### src/rtl/seven_seg_scan_decoder.sv
// Receive side of a multiplexed seven-segment bus: waits for a stable digit pattern and decodes it back to BCD.
// Optional macro SEG_ALT_GLYPH_EN accepts the tailed 6 and 9 glyphs as legal.
module seven_seg_scan_decoder #(
  parameter int DIGITS        = 4,
  parameter int STABLE_CYCLES = 4,
  parameter int CNT_W         = 3
) (
  input  logic                  clk,
  input  logic                  reset,
  input  logic [6:0]            seg_in,
  input  logic [DIGITS-1:0]     an_in,
  input  logic                  err_clr,
  output logic [4*DIGITS-1:0]   bcd_out,
  output logic [DIGITS-1:0]     digit_valid,
  output logic                  update,
  output logic [1:0]            upd_digit,
  output logic                  err
);

  localparam logic [CNT_W-1:0] STAB      = CNT_W'(STABLE_CYCLES);
  localparam logic [CNT_W-1:0] STAB_LAST = CNT_W'(STABLE_CYCLES - 1);

  typedef struct packed {
    logic [DIGITS-1:0] an;
    logic [6:0]        seg;
  } sample_t;

  typedef struct packed {
    logic       legal;
    logic       blank;
    logic [3:0] val;
  } dec_t;

  function automatic dec_t decode(input logic [6:0] s);
    dec_t d;
    d = '{legal: 1'b1, blank: 1'b0, val: 4'd0};
    case (s)
      7'b0111111: d.val = 4'd0;
      7'b0000110: d.val = 4'd1;
      7'b1011011: d.val = 4'd2;
      7'b1001111: d.val = 4'd3;
      7'b1100110: d.val = 4'd4;
      7'b1101101: d.val = 4'd5;
      7'b1111100: d.val = 4'd6;
      7'b0000111: d.val = 4'd7;
      7'b1111111: d.val = 4'd8;
      7'b1100111: d.val = 4'd9;
`ifdef SEG_ALT_GLYPH_EN
      7'b1111101: d.val = 4'd6;
      7'b1101111: d.val = 4'd9;
`endif
      7'b0000000: begin d.legal = 1'b0; d.blank = 1'b1; end
      default:    d.legal = 1'b0;
    endcase
    return d;
  endfunction

  sample_t                s_q, in_w;
  logic [CNT_W-1:0]       cnt_q, cnt_d;
  logic                   committed_q;
  logic [DIGITS-1:0][3:0] bcd_q;
  logic [DIGITS-1:0]      valid_q;
  logic                   update_q, err_q, err_d;
  logic [1:0]             upd_digit_q, sel_idx;
  logic                   same, sel_ok, commit;
  int                     nzero;
  dec_t                   dec;

  assign in_w = '{an: an_in, seg: seg_in};
  assign same = (in_w == s_q);
  assign dec  = decode(s_q.seg);

  // Exactly one low anode selects a digit; anything else is a scan transition.
  always_comb begin
    nzero   = 0;
    sel_idx = 2'd0;
    for (int i = 0; i < DIGITS; i++) begin
      if (!s_q.an[i]) begin
        nzero   = nzero + 1;
        sel_idx = 2'(i);
      end
    end
    sel_ok = (nzero == 1);
  end

  assign commit = same && (cnt_q == STAB_LAST) && sel_ok && !committed_q;

  always_comb begin
    cnt_d = cnt_q;
    if (!same)            cnt_d = '0;
    else if (cnt_q < STAB) cnt_d = cnt_q + 1'b1;
    err_d = err_q;
    if (commit && !dec.legal && !dec.blank) err_d = 1'b1;
    else if (err_clr)                       err_d = 1'b0;
  end

  always_ff @(posedge clk or posedge reset) begin
    if (reset) begin
      s_q         <= '0;
      cnt_q       <= '0;
      committed_q <= 1'b0;
      bcd_q       <= '0;
      valid_q     <= '0;
      update_q    <= 1'b0;
      upd_digit_q <= 2'd0;
      err_q       <= 1'b0;
    end else begin
      s_q      <= in_w;
      cnt_q    <= cnt_d;
      err_q    <= err_d;
      update_q <= commit;
      if (!same) committed_q <= 1'b0;
      else if (commit) committed_q <= 1'b1;
      if (commit) begin
        upd_digit_q <= sel_idx;
        for (int i = 0; i < DIGITS; i++) begin
          if (!s_q.an[i]) begin
            valid_q[i] <= dec.legal;
            if (dec.legal) bcd_q[i] <= dec.val;
          end
        end
      end
    end
  end

  assign bcd_out     = bcd_q;
  assign digit_valid = valid_q;
  assign update      = update_q;
  assign upd_digit   = upd_digit_q;
  assign err         = err_q;

endmodule

### config.mk
export PLATFORM = sky130hd
export DESIGN_NAME = seven_seg_scan_decoder
export DESIGN_NICKNAME = d
export VERILOG_FILES = /design/src/rtl/seven_seg_scan_decoder.sv
export SDC_FILE = /design/constraint.sdc
export NUM_CORES = 1
export LEC_CHECK = 0
export CAP_MARGIN = 20
export CELL_PAD_IN_SITES_DETAIL_PLACEMENT = 1
export CELL_PAD_IN_SITES_GLOBAL_PLACEMENT = 2
export CORE_UTILIZATION = 42
export DETAILED_ROUTE_END_ITERATION = 8
export DONT_BUFFER_PORTS = 1
export PLACE_DENSITY_LB_ADDON = 0.1
export SETUP_SLACK_MARGIN = 0.1
export SLEW_MARGIN = 20
export SYNTH_ARGS = -nofsm -noshare
export SYNTH_HDL_FRONTEND = slang
export SYNTH_SLANG_ARGS = --single-unit
### constraint.sdc
create_clock -name clk -period 3.8 [get_ports clk]
set_input_delay 0.19 -clock clk [delete_from_list [all_inputs] [get_ports clk]]
set_output_delay 0.19 -clock clk [all_outputs]
set_load 0.02 [all_outputs]
# ---- Word-level counts from Yosys, hierarchy flattened
# Index checks and enable logic that the tools add are counted.
dict set report classes {
  add_sub_neg 4
  n_mul 0
  n_div 0
  order_cmp 1
  eq_ne 15
  shift 0
  mux 16
  n_bitwise 4
  reduce_logical 19
}
# operator n
set ops {}
lappend ops {{32-bit by 2-bit adder with 32-bit output, second input constant} 3}
lappend ops {{32-bit 2-to-1 mux} 3}
lappend ops {{7-bit == test, second input constant} 7}
lappend ops {{4-bit case mux with 9 select lines} 1}
lappend ops {{32-bit by 2-bit == test with 1-bit output, second input constant} 1}
lappend ops {{7-bit by 3-bit == test with 1-bit output, second input constant} 2}
lappend ops {{3-bit AND reduction} 4}
lappend ops {{11-bit == test} 1}
lappend ops {{10-bit OR reduction} 1}
lappend ops {{1-bit 2-to-1 mux} 8}
lappend ops {{2-bit AND reduction} 4}
lappend ops {{7-bit by 6-bit == test with 1-bit output, second input constant} 1}
lappend ops {{7-bit zero test} 1}
lappend ops {{3-bit 2-to-1 mux} 2}
lappend ops {{1-bit logical AND} 5}
lappend ops {{2-bit 2-to-1 mux} 2}
lappend ops {{2-bit by 1-bit != test with 1-bit output, second input constant} 2}
lappend ops {{1-bit inverter} 4}
lappend ops {{3-bit by 1-bit adder with 3-bit output, second input constant} 1}
lappend ops {{3-bit by 2-bit == test with 1-bit output, second input constant} 1}
lappend ops {{1-bit zero test} 3}
lappend ops {{3-bit less-than comparator, second input constant} 1}
lappend ops {{2-bit nonzero test} 1}
dict set report word_totals {
  ff_bits 39
  latchBits 0
  mem_bits_rw 0
  mem_bits_ro 0
  wordCells 74
  mem_count 0
}

# ---- Logic depth before layout (Yosys ltp)
# Gate-level depths: netlist (run 1).
dict set report depth {
  word_depth 13
  ltp_mapped 10
  ltp_nobuf 10
}

# ---- Worst setup path before layout (run 1)
# Ideal clock, no wire load.
dict set report synth_path {
  path_kind {register -> register}
  startpoint {register s_q[7] (netlist name)}
  endpoint {register bcd_q, in the netlist bcd_out[13]}
  arrival_time_ps 2728
  required_time_ps 3673
  slack_ps 944
  path_stages_with_launch 10
  cell_sequence {dfrtp_1 inv_1 ha_1 xnor2_1 ha_1 or2_0 o221ai_1 nand3_2 a2111oi_4 mux2_1}
}
dict set report synth_via {
  elab_chain_cells 11
  elab_cells_between_ends 13
  classes_between {add/sub: 3; eq/ne: 2; mux: 4; reduce/logical: 4}
}
# item line
set synth_lines {}
lappend synth_lines {{start: declaration} 58} ;# sample_t s_q, in_w;
lappend synth_lines {{start signal: assignment} 108} ;# s_q <= in_w;
lappend synth_lines {{1-bit 2-to-1 mux} 78} ;# if (!s_q.an[i]) begin
lappend synth_lines {{32-bit by 2-bit adder with 32-bit output} 79} ;# nzero = nzero + 1;
lappend synth_lines {{32-bit 2-to-1 mux} 78}
lappend synth_lines {{32-bit by 2-bit adder with 32-bit output} 79}
lappend synth_lines {{32-bit 2-to-1 mux} 78}
lappend synth_lines {{32-bit by 2-bit adder with 32-bit output} 79}
lappend synth_lines {{32-bit 2-to-1 mux} 78}
lappend synth_lines {{32-bit by 2-bit == test with 1-bit output} 83} ;# sel_ok = (nzero == 1);
lappend synth_lines {{1-bit logical AND * (2 in a row)} 86} ;# assign commit = same && (cnt_q == STAB_LAST) && sel_ok && !committed_q;
lappend synth_lines {{3-bit AND reduction (no source line) *} -}
lappend synth_lines {{end signal: indexed assignment} 119} ;# if (dec.legal) bcd_q[i] <= dec.val;
lappend synth_lines {{end: declaration} 61} ;# logic [DIGITS-1:0][3:0] bcd_q;
# Mark *: on every way between the ends. The rest lies on a longest branch, timed or not.
# A chain may end at the register's enable or synchronous reset.

# ---- Final worst setup path (run 1)
# Same ends and word-level chain as after synthesis.

==> summary.md, run 1 <==
| Metric | Value |
|---|---|
| Post-synth EDFFs | `0` |
| Fin Setup TNS | `0 ns` |
| Clock H-tree levels | `2` |
| Initial antenna violation count | `0` |
| # diodes | `0` |
| Reg-to-Reg Start | `s_q[7]` |
| HPWL Detailed | `about 3.3 mm` |
| Die Height | `72.7 um` |
| Clock root buffer | `clkbuf_8` |
| Area growth syn-to-layout | `12.6%` |
| Maximum number of pins on one net before global-route repair | `40` |
| Ports | `38` |
| Worst path bufs/invs | `1` |
| Slew HR | `0.574` |
| RR Endpoint | `bcd_out[13]` |
| Worst-path clk slew | `0.08 ns` |
| Die area | `approximately 0.0053 mm2` |
| Avg WL per Cell | `18.2 um` |
| Worst-Margin Slew | `0.633 ns` |
| DRT Pass-1 Iters | `4` |
| Top Family by Delay on Critical Path | `compound AO/OA/AOI/OAI gates` |
| Startpoint Class | `flip-flop` |
| Synthesized area | `0.00210 mm2` |
| Final slew viol count | `0` |
| Req. time, crit path | `approximately 4.0 ns` |
| Syn Area/Cell | `about 12 um2` |
| P_leak | `roughly 0.0011 uW` |
| Fin. Hold Viols | `0` |
| Clk buf depth | `2` |
| Post-Syn Nets | `approximately 190` |
| Total wire length | `approximately 4.6 mm` |
| Post-DRT Antenna Nets | `0` |
| Worst EP arrival | `3.47 ns` |
| Hold depth | `4` |
| Commonest cells after routing, fill and taps aside | `dfrtp_1 (39), inv_1 (13), xor2_1 (13), mux2_1 (13), dlygate4sd3_1 (13)` |
| Starting DRT DRC Count | `36` |
| Post-CTS Setup Bufs | `0` |
| Clock sinks | `39` |
| Worst VDD drop | `roughly 190 uV` |
| Cells after Synth | `around 170` |
| CTS-repair resized insts | `0` |
| Layout cells sized above 1 | `0.164` |
| Tmin final | `~3.3 ns` |
| Seq/Total Area, Yosys | `0.465` |
| Initial core utilization | `0.441` |
| Yosys reg bits | `39` |
| GRT overflow | `0` |
| Crit-path cells | `inv_1, ha_1, xnor2_1, ha_1, or2_0, o221ai_1, nand3_2, a2111oi_4, mux2_1` |
| Ys flop type | `dfrtp_1` |
| Critical path fanouts, max | `6` |
| Min-Delay Endpoint | `update` |
| Clock Latency Late Sink | `between 0.2 and 0.3 ns` |
| Clock skew | `a little over 0.005 ns` |
| Flop2flop setup slack | `a little over 0.5 ns` |
| Commonest non-fill, non-tap cell in the layout | `dfrtp_1` |
| Port-buffer cells | `0` |
| RSZ-0062 raised after global routing | `no` |
| Asr flop ratio synth | `1.00` |
| Max cap viols | `0` |
| Filler Cell Count | `519` |
| RePlAce Congestion | `0.769` |
| Crit path top cell by count | `ha_1` |
| Min-delay src | `seg_in[6]` |
| Critical Path End Type | `flip-flop` |
| Vias after detailed routing | `about 1300` |
| Setup-failing EPs final | `0` |
| Outcome | `finished clean` |
| Synth warn | `0` |
| Vias in the first global route | `around 1500` |
| CP Class | `flip-flop to flip-flop` |
| Core Box Area | `approximately 0.0048 mm2` |
| Slowest stage delay, CP | `~0.57 ns` |
| Row Count | `25` |
| First-pass GRT wire length | `7.67 mm` |
| Reg2reg path depth | `9` |
| GRT Total Usage | `0.198` |
| Post-DR vias/cell | `between 5 and 6` |
| Main area contributors after synthesis | `dfrtp_1 (47%), mux2_1 (7.0%), xor2_1 (5.4%)` |
| CTS tree | `built` |
| Tcrit/Tclk final | `0.867` |
| Max Clock Freq | `approximately 0.30 GHz` |
| Slowest CP cell | `a2111oi_4` |
| Total Nets Final | `201` |
| Pwr Total | `slightly below 900 uW` |
| Area leader, netlist | `dfrtp_1` |
| Hold-fix buffers, CTS | `13` |
| Pwr/cell area | `368 mW/mm2` |
| Chip width | `between 70 and 80 um` |
| Remaining routing DRC violations | `0` |
| TritonCTS Buffers | `5` |
| Area share of the largest cell type after synthesis | `0.465` |
| CP startpoint | `s_q[7]` |
| Type of the most critical hold path | `input port to flip-flop` |
| Distinct cell type count after synthesis | `44` |
-- cells in the mapped netlist (2+ instances only) --
library cell and n:
nand2_1 10, or2_2 2, nand2b_1 2, a21oi_1 3
nor4_2 2, o21ai_0 4, nor2_1 5, buf_6 5
ha_1 5, xor2_1 13, buf_2 2, nand3_2 2
xnor2_1 3, nand4_1 4, a2111oi_4 4, inv_1 13
mux2_1 13, o32ai_1 2, dfrtp_1 39, mux2_2 3
mux2i_1 6, nor3_1 5
-- final cells by class --
cell class	count	area [um2]	area share
multi-input cells	109	1000	0.423
flip-flops and latches	39	976	0.413
repair buffers	14	138	0.0582
well taps	67	83.8	0.0355
clock buffers	6	82.6	0.0349
inverters	13	48.8	0.0206
clock inverters	2	35.0	0.0148
-- metal layers --
| metal | share of wire | up-vias | global-route usage |
|---|---|---|---|
| met2 | 0.51 | 21 | 0.351 |
| li1 | - | 625 | - |
| met4 | 0.012 | 0 | 0.0588 |
| met1 | 0.45 | 691 | 0.238 |
| met5 | 0 | - | 0 |
| met3 | 0.030 | 5 | 0.0470 |
-- how the worst max path moves through the flow --
stage                        to  slack, ns  depth (start not counted)
floorplan           bcd_out[13]       0.94                          9
global placement    bcd_out[12]       0.66                          9
detailed placement  bcd_out[13]       0.53                          9
CTS                 bcd_out[13]       0.51                          9
global route        bcd_out[13]       0.30                          9
finish              bcd_out[13]       0.50                          9
-- through the flow --
stage | setup WS [ns] | instances | hold slack, ns | cell area, um2 | util
floorplan | 0.944 | 169 | 0.221 | 2100 | -
global placement | 0.660 | 229 | 0.222 | 2120 | 0.445
detailed placement | 0.533 | 229 | 0.222 | 2120 | 0.445
CTS | 0.512 | 250 | 0.291 | 2360 | 0.497
global route | 0.302 | 250 | 0.318 | 2360 | 0.497
finish | 0.505 | 250 | 0.297 | 2360 | 0.497
-- registers in the layout (all words and copies together) (netlist names) --
register     flops
upd_digit        2
committed_q      1
s_q             11
cnt_q            3
err              1
bcd_out         16
update           1
digit_valid      4
-- where the power goes --
part | switching (uW) | internal (uW)
clock | 152 | 213
sequential | 15.8 | 420
combinational | 38.4 | 30.5
total | 206 | 664
-- tightest hold or removal path: cells and delay by family --
kind             cells  cell delay [ns]
XOR/XNOR             1             0.13
AND/OR/NAND/NOR      3             0.23
-- kinds of logic (layout without fill, tap and decap cells) --
| kind of cell | after synthesis | in the layout | share of synthesized area |
|---|---|---|---|
| compound gates | 21 | 21 | 0.128 |
| xor+xnor | 16 | 16 | 0.0668 |
| fa+ha+maj | 5 | 5 | 0.0298 |
| buf+inv | 21 | 35 | 0.0584 |
| flops | 39 | 39 | 0.465 |
| mux | 22 | 22 | 0.114 |
| simple gates | 45 | 45 | 0.138 |
No activity file was read; power rests on OpenSTA's default activity.
==> run 2, diff against run 1 <==
- CORE_UTILIZATION: 42 -> 44
- CTS_BUF_LIST: default -> sky130_fd_sc_hd__clkbuf_4
==> summary.md, run 2 (synthesized netlist as in run 1, its figures left out) <==
| Metric | Value |
|---|---|
| Outcome | `complete, but fails checks` |
| Violated checks | `DRC` |
| Vias in the first global route | `1452 (-3.3%)` |
| Area of the multi-input gates | `1000 um2 (unchanged)` |
| Layout cells sized above 1 | `0.153 (-0.0109)` |
| Setup-failing EPs final | `0 (unchanged)` |
| Post-CTS Setup Bufs | `0 (unchanged)` |
| Fin Setup TNS | `0 ns (unchanged)` |
| # diodes | `0 (unchanged)` |
| CTS-repair resized insts | `0 (unchanged)` |
| Row Count | `24 (-4.0%)` |
| RSZ-0062 raised after global routing | `no` |
| Post-DR vias/cell | `5.76 (+7.3%)` |
| Critical path fanouts, max | `6 (unchanged)` |
| P_leak | `0.00102 uW (-3.3%)` |
| TritonCTS Buffers | `5 (unchanged)` |
| Post-route cell area | `0.00228 mm2 (-3.5%)` |
| GRT overflow | `0 (unchanged)` |
| Post-DRT Antenna Nets | `0 (unchanged)` |
| Commonest cells after routing, fill and taps aside | `dfrtp_1 (39), inv_1 (13), xor2_1 (13), mux2_1 (13), dlygate4sd3_1 (13)` |
| HPWL Detailed | `3.21 mm (-1.5%)` |
| Commonest non-fill, non-tap cell in the layout | `dfrtp_1` |
| GRT Total Usage | `0.196 (-0.00177)` |
| Final slew viol count | `0 (unchanged)` |
| CTS tree | `built` |
| Max cap viols | `0 (unchanged)` |
| Vias after detailed routing | `1354 (+0.89%)` |
| Internal power | `519 uW (-22%)` |
| Max Clock Freq | `0.306 GHz (+0.68%)` |
| Fin. Hold Viols | `0 (unchanged)` |
| Largest register FFs | `16 (unchanged)` |
| Clk buf depth | `2 (unchanged)` |
| First-pass GRT wire length | `7.51 mm (-2.1%)` |
| Clock sinks | `39 (unchanged)` |
| DRT Pass-1 Iters | `8 (+4)` |
| Comb pwr share | `0.098 (+0.019)` |
| Total Nets Final | `201 (unchanged)` |
| Remaining routing DRC violations | `2 (+2)` |
| Storage cell area | `976 um2 (unchanged)` |
| Clock root buffer | `clkbuf_4` |
| Total wire length | `4.42 mm (-3.0%)` |
| Req. time, crit path | `4.04 ns (+0.07 ns)` |
| Worst-Margin Slew | `0.524 ns (-0.109 ns)` |
| Tmin final | `3.27 ns (-0.0224 ns)` |
| Sequential share of power | `0.615 (+0.114)` |
| Maximum number of pins on one net before global-route repair | `40 (unchanged)` |
| Clock skew | `0.0114 ns (+0.00616 ns)` |
| Worst VDD drop | `133 uV (-30%)` |
| Chip width | `71.1 um (-2.2%)` |
| Startpoint Class | `flip-flop` |
| Clock Latency Late Sink | `0.35 ns (+0.06 ns)` |
| Avg WL per Cell | `18.8 um (+3.2%)` |
| RePlAce Congestion | `0.770 (+0.20%)` |
| CP Class | `flip-flop to flip-flop` |
| Slew HR | `0.649 (+0.0750)` |
| Port-buffer cells | `0 (unchanged)` |
| Worst EP arrival | `3.51 ns (+0.04 ns)` |
| Filler Cell Count | `476 (-8.3%)` |
| Worst-path clk slew | `0.12 ns (+0.04 ns)` |
| Tcrit/Tclk final | `0.861 (-0.00590)` |
| Clock H-tree levels | `2 (unchanged)` |
| Ports | `38 (unchanged)` |
| Sw frac | `0.268 (+0.0314)` |
| Sw Pwr | `191 uW (-7.6%)` |
| Die area | `0.00505 mm2 (-4.4%)` |
| Placed inst area | `0.00210 mm2 (-0.89%)` |
| Initial core utilization | `0.469 (+0.0276)` |
| Clock power share | `0.287 (-0.132)` |
| Starting DRT DRC Count | `66 (+83%)` |
| Die Height | `71.1 um (-2.2%)` |
| Initial antenna violation count | `0 (unchanged)` |
| Type of the most critical hold path | `input port to flip-flop` |
| Core Box Area | `0.00447 mm2 (-5.9%)` |
| Pwr/cell area | `311 mW/mm2 (-15%)` |
| Area growth syn-to-layout | `8.65%` |
| Critical Path End Type | `flip-flop` |
[run 2: cell count changes in the layout (fill, tap and decap cells not counted)]
cell / delta
clkbuf_8: -6
clkbuf_4: +5
clkinv_1: +2
bufinv_16: -1
clkinv_2: -1
clkinvlp_4: +1
[run 2: worst paths after layout]
path                              end  startpoint  depth (start not counted)  slack, ns
max in group asynchronous      s_q[7]       reset                          3       3.05
min                            update    an_in[3]                          4       0.21
min reg2reg                  cnt_q[1]    cnt_q[1]                          2       0.54
min in group asynchronous      s_q[8]       reset                          3       0.41
max reg2reg                bcd_out[9]      s_q[7]                          9       0.53
max                        bcd_out[9]      s_q[7]                          9       0.53
[run 2: what timing repair did]
item                                   CTS  global route
endpoints found under the hold margin   51             0
setup endpoints to repair                0             0
hold buffers                            13             0
[run 2: cell type report]
type | instances | share of cell area
Multi-Input combinational cell | 109 | 0.439
Sequential cell | 39 | 0.428
Timing Repair Buffer | 14 | 0.0604
Tap cell | 52 | 0.0285
Inverter | 13 | 0.0214
Clock buffer | 5 | 0.0165
Clock inverter | 3 | 0.00659
[run 2: power by group through the flow]
stage	Clock, uW	Combinational, uW	Sequential, uW
after detailed placement	0	59.8	444
after floorplan	0	61.0	433
final	204	69.6	436
after global routing	234	77.8	438
after global placement	0	56.5	444
after CTS	215	71.0	436
[run 2: layer usage]
metal / track usage / routed length (um) / vias up
met2: 0.340 / 2340 / 25
met4: 0.0533 / 53 / 0
met1: 0.246 / 1900 / 699
met3: 0.0456 / 133 / 6
met5: 0 / 0 / -
li1: - / - / 624
[run 2: worst max-delay path, cell delays in order (launching register included)]
cell	delay, ns
dfrtp_1	0.47
inv_1	0.10
ha_1	0.36
xnor2_1	0.23
ha_1	0.27
or2_0	0.20
o221ai_1	0.27
nand3_2	0.29
a2111oi_4	0.60
mux2_1	0.38
[run 2: metrics by stage]
stage	setup WS [ns]	hold WS, ns	util	power, uW	instances
after floorplan	0.944	0.221	-	494	169
after CTS	0.524	0.210	0.510	722	235
after global placement	0.694	0.220	0.469	500	214
after detailed placement	0.528	0.222	0.469	504	214
final	0.527	0.213	0.510	710	235
after global routing	0.372	0.240	0.510	750	235
